**config.mk**
```make
export PLATFORM = sky130hd
export DESIGN_NAME = demux1_2r
export DESIGN_NICKNAME = d
export VERILOG_FILES = /design/src/rtl/demux_pkg.sv /design/src/rtl/demux_out_reg.sv /design/src/rtl/demux1_2r.sv
export SDC_FILE = /design/constraint.sdc
export NUM_CORES = 1
export LEC_CHECK = 0
export ABC_AREA = 0
export BUFFER_PORTS_ARGS = -buffer_cell sky130_fd_sc_hd__buf_2
export CAP_MARGIN = 20
export CORE_AREA = 3 3 40 42
export DETAILED_ROUTE_END_ITERATION = 10
export DIE_AREA = 0 0 43 45
export SYNTH_ARGS = -nofsm -noshare
export SYNTH_HDL_FRONTEND = slang
export SYNTH_SLANG_ARGS = --single-unit
```
**constraint.sdc**
```tcl
create_clock -name clk -period 1.2 [get_ports clk]
set_input_delay 0.06 -clock clk [delete_from_list [all_inputs] [get_ports clk]]
set_output_delay 0.06 -clock clk [all_outputs]
set_load 0.1 [all_outputs]
```
**src/rtl/demux_pkg.sv**
```systemverilog
// Shared types and constants for the registered 1:2 demultiplexer.
package demux_pkg;

    typedef enum logic {
        EMPTY = 1'b0,
        FULL  = 1'b1
    } chan_state_t;

    localparam logic SEL_A  = 1'b1;
    localparam logic SEL_B  = 1'b0;

    localparam int   NUM_CH = 2;
    localparam int   CH_A   = 0;
    localparam int   CH_B   = 1;

endpackage

```
**src/rtl/demux_out_reg.sv**
```systemverilog
// One-entry valid/ready holding register. A word is held stable while FULL.
// The register can drain and refill in the same cycle.
module demux_out_reg
    import demux_pkg::*;
#(
    parameter int W = 4
) (
    input  logic         clk,
    input  logic         rst_n,
    input  logic         load,
    input  logic [W-1:0] d,
    input  logic         ready,
    output logic         valid,
    output logic [W-1:0] q,
    output logic         free
);

    chan_state_t state;

    // q keeps the last loaded word while EMPTY.
    always_ff @(posedge clk or negedge rst_n) begin
        if (!rst_n) begin
            state <= EMPTY;
            q     <= '0;
        end else if (load) begin
            state <= FULL;
            q     <= d;
        end else if (ready) begin
            state <= EMPTY;
        end
    end

    assign valid = (state == FULL);
    assign free  = (state == EMPTY) || ready;

endmodule

```
**src/rtl/demux1_2r.sv**
```systemverilog
// Registered 1:2 demultiplexer with per-channel back-pressure and atomic broadcast.
// Optional per-channel drain counters are enabled with DEMUX_CNT_EN.
module demux1_2r
    import demux_pkg::*;
#(
    parameter int W = 4
`ifdef DEMUX_CNT_EN
    ,
    parameter int CNT_W = 8
`endif
) (
    input  logic             clk,
    input  logic             rst_n,
    input  logic             in_valid,
    output logic             in_ready,
    input  logic             sel,
    input  logic             bcast,
    input  logic [W-1:0]     din,
    output logic             a_valid,
    input  logic             a_ready,
    output logic [W-1:0]     doutA,
    output logic             b_valid,
    input  logic             b_ready,
    output logic [W-1:0]     doutB
`ifdef DEMUX_CNT_EN
    ,
    output logic [CNT_W-1:0] cntA,
    output logic [CNT_W-1:0] cntB
`endif
);

    logic [NUM_CH-1:0]        load;
    logic [NUM_CH-1:0]        rdy;
    logic [NUM_CH-1:0]        vld;
    logic [NUM_CH-1:0]        fre;
    logic [NUM_CH-1:0][W-1:0] q;
    logic                     accept;

    assign rdy[CH_A] = a_ready;
    assign rdy[CH_B] = b_ready;

    // A broadcast needs both channels free so that neither loads alone.
    assign in_ready = bcast ? (fre[CH_A] & fre[CH_B])
                            : ((sel == SEL_A) ? fre[CH_A] : fre[CH_B]);
    assign accept   = in_valid & in_ready;

    assign load[CH_A] = accept & (bcast | (sel == SEL_A));
    assign load[CH_B] = accept & (bcast | (sel == SEL_B));

    for (genvar ch = 0; ch < NUM_CH; ch++) begin : g_ch
        demux_out_reg #(.W(W)) u_reg (
            .clk   (clk),
            .rst_n (rst_n),
            .load  (load[ch]),
            .d     (din),
            .ready (rdy[ch]),
            .valid (vld[ch]),
            .q     (q[ch]),
            .free  (fre[ch])
        );
    end

    assign a_valid = vld[CH_A];
    assign b_valid = vld[CH_B];
    assign doutA   = q[CH_A];
    assign doutB   = q[CH_B];

`ifdef DEMUX_CNT_EN
    // Counters advance on drain, so a broadcast word counts once per channel.
    always_ff @(posedge clk or negedge rst_n) begin
        if (!rst_n) begin
            cntA <= '0;
            cntB <= '0;
        end else begin
            if (vld[CH_A] & rdy[CH_A]) cntA <= cntA + 1'b1;
            if (vld[CH_B] & rdy[CH_B]) cntB <= cntB + 1'b1;
        end
    end
`endif

endmodule

```
==> run_results.csv, run 1 <==
group,metric,value,unit
clocking,clk_pin_slew,60,ps
worst_setup_path,crit_type,"flop to primary output",
synthesis,synth_top_area_frac,0.571,
cells_and_area,fill_cells,100,
worst_setup_path,r2r_end,"g_ch[0].u_reg.q[3]",
timing,rsz0062_at_grt,"yes",
worst_setup_path,reg2reg_depth,6,
cells_and_area,layout.cells.non_filler,83,
synthesis,yosys.area.top_type,"dfrtp_1",
timing,period_share,1.36,
synthesis,synth_edf_count,0,
detailed_routing,vias_per_cell,4.69,
worst_setup_path,crit_path_end_kind,"primary output",
grt,grt_max_degree,11,
timing,hold_viol,0,
clocking,cts_tree,"built",
floorplanning,dieArea,1940,µm²
synthesis,async_flop_share,1.00,
cells_and_area,final_net_count,80,
synthesis,syn_avg_cell_area,13.7,µm²
synthesis,yosysWarnings,0,
worst_hold_path,hold_end,"g_ch[0].u_reg.q[0]",
worst_hold_path,hold_depth,2,
floorplanning,start_util,0.341,
timing,tightest_slew,486,ps
worst_hold_path,hp-start,"din[0]",
synthesis,synth_area,438,µm²
timing,finalCriticalPeriod,1630,ps
detailed_routing,drt_first_pass_iters,2,
worst_setup_path,r2r_start,"g_ch[1].u_reg.valid",
grt,grt_pass1_wl,1700,µm
clocking,numCtsBuffers,3,
clocking,h-tree-depth,1,
floorplanning,die-height,45,µm
synthesis,synthTopCellsByCount,"dfrtp_1, mux2_2, mux2_1, nand2b_1, nor2b_1",
timing,setup_viol,11,
flow_run,drv_cap,0,
floorplanning,io_pins,22,
clocking,clkLatencyLatePin,260,ps
power_and_ir_drop,power.leakage,0.000396,µW
cells_and_area,multi_input_area,243,µm²
worst_setup_path,cp-start-kind,"flop",
grt,track_usage,0.121,
timing,fmax,613,MHz
status,violations,"negative setup slack",
detailed_routing,antenna_left,0,
detailed_routing,wl,1010,µm
grt,grtUsageMet2,0.180,
worst_setup_path,cp_slowest_cell,"dfrtp_4",
worst_setup_path,cp.arrival,1570,ps
grt,grt_util_met1,0.155,
synthesis,synthTopCellsByArea,"dfrtp_1, mux2_2, mux2_1",
clocking,root_buffer,"clkbuf_4",
power_and_ir_drop,power_density,1990,nW/µm²
timing,slew_headroom,0.678,
detailed_routing,drc,0,
synthesis,ys.flop_type,"dfrtp_1",
detailed_routing,vias,389,
worst_setup_path,max_stage_delay,470,ps
worst_setup_path,crit_path_cell_trace,"nor2b_4 > buf_6 > mux2_4 > o22ai_4 > buf_12",
cells_and_area,regArea,258,µm²
floorplanning,row_count,13,
synthesis,synth_cell_types,14,
grt,met3_usage,0.0279,
power_and_ir_drop,peakVddDrop,1800,µV
detailed_routing,drt_iter0_drc,3,
worst_setup_path,crit_required,1140,ps
synthesis,ys_seq_elements,10,
cells_and_area,num_antenna_cells,0,
grt,overflow,0,
grt,grt_pass1_vias,381,
grt,top_usage_layer,"met2",
status,outcome,"finished, violations left",
clocking,clkSinkCount,10,
timing,setup_ws,-432,ps
floorplanning,die-width,43,µm
worst_setup_path,path_max_fanout,2,
timing,clock_skew,1.06,ps
timing,holdWs,37.5,ps
grt,antenna_found_initial,0,
synthesis,syn_nets,43,
placed_design,dp_cells,75,
worst_setup_path,reg2reg_slack,-400,ps
timing,drv_slew,0,
detailed_routing,wl_per_cell,12.1,µm
clocking,clk_path_buf_depth,2,
cells_and_area,drive_gt1_frac,0.779,
placed_design,io_buffer_count,21,
synthesis,syn_inst,32,
placed_design,dp_hpwl,753,µm
synthesis,synth_most_common_cell,"dfrtp_1",
synthesis,ys_seq_area_frac,0.571,
floorplanning,coreArea,1280,µm²
cells_and_area,area_growth,83.1,%
worst_hold_path,hp-class,"primary input to flop",
placed_design,place_congestion,0.627,
power breakdown:
part / switching [µW] / leakage (µW) / total, µW / internal, µW
Sequential: 31.7 / 0.000115 / 438 / 406
Clock: 116 / 0.0000210 / 300 / 184
Combinational: 624 / 0.000260 / 859 / 235
Total: 772 / 0.000396 / 1600 / 825
cells by family after synthesis:
group	Yosys count	share of synthesized area
muxes	9	0.231
AOI/OAI and AO/OA	4	0.0743
and+or+nand+nor	9	0.123
DFF	10	0.571
stage by stage:
step           worst slack [ps]  setup TNS, ps   util  cell area, µm²  power, µW
6_report                   -432          -2330  0.624             802       1600
5_1_grt                    -484          -2780  0.624             802       1650
4_1_cts                    -471          -2390  0.624             802       1610
3_5_place_dp               -211          -1030  0.544             699       1250
3_3_place_gp               -185           -861  0.544             699       1250
2_1_floorplan              -471          -2810      -             478       1050
final cells by class:
cell class,instances,share of cell area
multi-input cells,22,0.303
well taps,15,0.0234
clock buffers,4,0.0452
flip-flops and latches,10,0.321
repair buffers,32,0.307
worst max-delay path: cells and delay by family (launching register included):
family,cells,cell delay [ps]
flip-flops,1,470
multiplexers,1,270
AND/OR/NAND/NOR,1,130
buffers and inverters,2,310
AO/OA/AOI/OAI,1,130
worst max path at each step:
stage                   startpoint                 end  slack, ps
2_1_floorplan  g_ch[1].u_reg.valid            in_ready       -470
3_3_place_gp   g_ch[1].u_reg.valid  g_ch[0].u_reg.q[0]       -180
3_5_place_dp   g_ch[1].u_reg.valid  g_ch[0].u_reg.q[0]       -210
4_1_cts        g_ch[1].u_reg.valid            in_ready       -470
5_1_grt        g_ch[1].u_reg.valid            in_ready       -480
6_report       g_ch[1].u_reg.valid            in_ready       -430
state kept, by name, indices dropped and copies added, names as in the netlist:
| register | cells |
|---|---|
| g_ch.u_reg.q | 8 |
| g_ch.u_reg.valid | 2 |
layout by cell type (no fill, tap or decap), drive strengths merged:
cell type / instances
a211oi: 1
a21oi: 1
buf: 31
clkbuf: 4
dfrtp: 10
dlygate4sd3: 1
mux2: 9
nand2: 1
nand2b: 2
nand3: 1
nand3b: 1
nand4: 1
nor2b: 2
o21ai: 1
o22ai: 1
or2: 1
metal layers:
| metal | vias to the layer above | wire length [µm] |
|---|---|---|
| met5 | - | 0 |
| met1 | 183 | 448 |
| met3 | 4 | 85 |
| li1 | 187 | - |
| met2 | 15 | 453 |
| met4 | 0 | 21 |
repair_timing:
action                     CTS  global route
setup endpoints to repair   10            11
setup buffers                3             1
hold buffers                 1             0
pin swaps                    3             1
hold endpoints to repair    10             0
resized for setup            8             1
cloned                       0             0
No activity file was read; power rests on OpenSTA's default activity.
==> run 2: changes to the inputs <==
SETUP_SLACK_MARGIN = 0.15   (was not set)
==> run 2 against run 1 <==
The run still ends with negative setup slack left. Maximum frequency shrank 0.11%. Final cell count is the same. Critical path depth unchanged. Largest power group unchanged. Worst hold slack better by 1.0 ps. Largest cell class is now non-clock buffers. Clock power hardly changed. Critical endpoint unchanged. Die area is the same.
==> run_results.csv, run 2 (same netlist as run 1, synthesis figures left out) <==
group,metric,value,unit
worst_setup_path,path_max_fanout,2,
status,violations,"negative setup slack",
grt,grt_max_degree,11,
worst_setup_path,reg2reg_slack,-390,ps
worst_hold_path,hp-class,"primary input to flop",
worst_setup_path,crit_start,"g_ch[1].u_reg.valid",
timing,hold_viol,0,
cells_and_area,regArea,258,µm²
power_and_ir_drop,power.total,1640,µW
power_and_ir_drop,switchingPower,778,µW
cells_and_area,final_common_cell,"buf_4",
grt,antenna_found_initial,0,
worst_setup_path,cp.arrival,1570,ps
power_and_ir_drop,peakVddDrop,1580,µV
timing,tns,-2320,ps
worst_setup_path,cp-start-kind,"flop",
timing,rsz0062_at_grt,"yes",
placed_design,place_congestion,0.627,
grt,overflow,0,
cells_and_area,num_antenna_cells,0,
detailed_routing,drt_iter0_drc,3,
worst_setup_path,crit_type,"flop to primary output",
worst_setup_path,r2r_start,"g_ch[1].u_reg.valid",
clocking,numCtsBuffers,3,
worst_setup_path,crit_path_end_kind,"primary output",
cells_and_area,design_area,826,µm²
power_and_ir_drop,power_frac_seq,0.270,
floorplanning,io_pins,22,
power_and_ir_drop,power_density,1980,nW/µm²
status,outcome,"finished, violations left",
grt,grt_pass1_vias,390,
timing,period_share,1.36,
floorplanning,start_util,0.341,
flow_run,drv_cap,0,
timing,setup_ws,-433,ps
clocking,cts_tree,"built",
timing,setup_viol,11,
cells_and_area,area_growth,88.6,%
cells_and_area,largest_reg_flops,8,
worst_setup_path,worstSetupEndpoint,"in_ready",
detailed_routing,wl_per_cell,12.7,µm
timing,clock_skew,0.758,ps
placed_design,dp_hpwl,753,µm
power_and_ir_drop,clkPwrFrac,0.183,
cells_and_area,largest-register,"g_ch.u_reg.q",
worst_setup_path,r2r_end,"g_ch[0].u_reg.q[3]",
detailed_routing,antenna_left,0,
timing,finalCriticalPeriod,1630,ps
grt,track_usage,0.126,
detailed_routing,wl,1050,µm
power_and_ir_drop,p_comb_frac,0.547,
placed_design,io_buffer_count,21,
floorplanning,die-height,45,µm
power_and_ir_drop,power.leakage,0.000404,µW
placed_design,post-place-ws,-211,ps
placed_design,dpl_cell_area,699,µm²
cells_and_area,final_net_count,80,
detailed_routing,vias_per_cell,4.77,
timing,holdWs,38.6,ps
floorplanning,row_count,13,
cells_and_area,multi_input_area,243,µm²
clocking,clk_pin_slew,60,ps
worst_setup_path,crit_required,1140,ps
timing,tightest_slew,280,ps
floorplanning,die-width,43,µm
clocking,clk_path_buf_depth,2,
floorplanning,dieArea,1940,µm²
timing,drv_slew,0,
detailed_routing,drt_first_pass_iters,2,
power_and_ir_drop,p_int,861,µW
clocking,clkSinkCount,10,
cells_and_area,drive_gt1_frac,0.779,
clocking,root_buffer,"clkbuf_4",
timing,slew_headroom,0.815,
clocking,h-tree-depth,1,
power_and_ir_drop,switching_share,0.474,
worst_setup_path,reg2reg_depth,6,
cells_and_area,fill_cells,108,
grt,grt_pass1_wl,1760,µm
detailed_routing,vias,396,
detailed_routing,drc,0,
floorplanning,coreArea,1280,µm²
cells_and_area,final_cell_mix,"buf_4, buf_2, dfrtp_1",
clocking,clkLatencyLatePin,260,ps
timing,fmax,612,MHz
[run 2: cell counts in the layout (fill, tap and decap cells not counted)]
Identical to the previous run, type by type.
[run 2: worst max-delay path, stage by stage (launching register included)]
cell	delay, ps
dfrtp_4	470
nor2b_4	130
buf_6	110
mux2_4	280
o22ai_4	130
buf_12	200
[run 2: layout make-up]
cell class | instances | share of cell area
well taps | 15 | 0.0227
multi-input cells | 22 | 0.294
clock buffers | 4 | 0.0439
flip-flops and latches | 10 | 0.312
repair buffers | 32 | 0.327
[run 2: metal layers]
metal,up-vias,part of all wire,track usage
met5,-,0,0
met4,0,0.020,0.0904
met3,4,0.076,0.0239
met2,15,0.46,0.198
met1,188,0.45,0.155
li1,189,-,-
[run 2: power by group through the flow]
stage | combinational, µW | sequential, µW | clock [µW]
detailed placement | 811 | 440 | 0
finish | 897 | 443 | 300
global placement | 805 | 441 | 0
global route | 922 | 450 | 321
floorplan | 134 | 918 | 0
CTS | 898 | 440 | 310
[run 2: worst min path at each step]
stage | startpoint | to | cells past startpoint
final | din[1] | g_ch[0].u_reg.q[1] | 2
after global routing | din[0] | g_ch[0].u_reg.q[0] | 2
after CTS | din[2] | g_ch[0].u_reg.q[2] | 2
after detailed placement | rst_n | g_ch[1].u_reg.q[0] | 1
after global placement | rst_n | g_ch[1].u_reg.q[2] | 1
after floorplan | rst_n | g_ch[0].u_reg.q[0] | 0
[run 2: metrics by stage]
stage | utilization | std cells
floorplan | - | 32
global placement | 0.544 | 75
detailed placement | 0.544 | 75
CTS | 0.640 | 83
global route | 0.643 | 83
finish | 0.643 | 83
[run 2: what timing repair did]
item / 4_1_cts / 5_1_grt
pin swaps: 3 / 1
endpoints found under the hold margin: 10 / 0
setup buffers: 3 / 0
resized for setup: 16 / 1
endpoints found under the setup margin: 20 / 12
hold buffers: 1 / 0
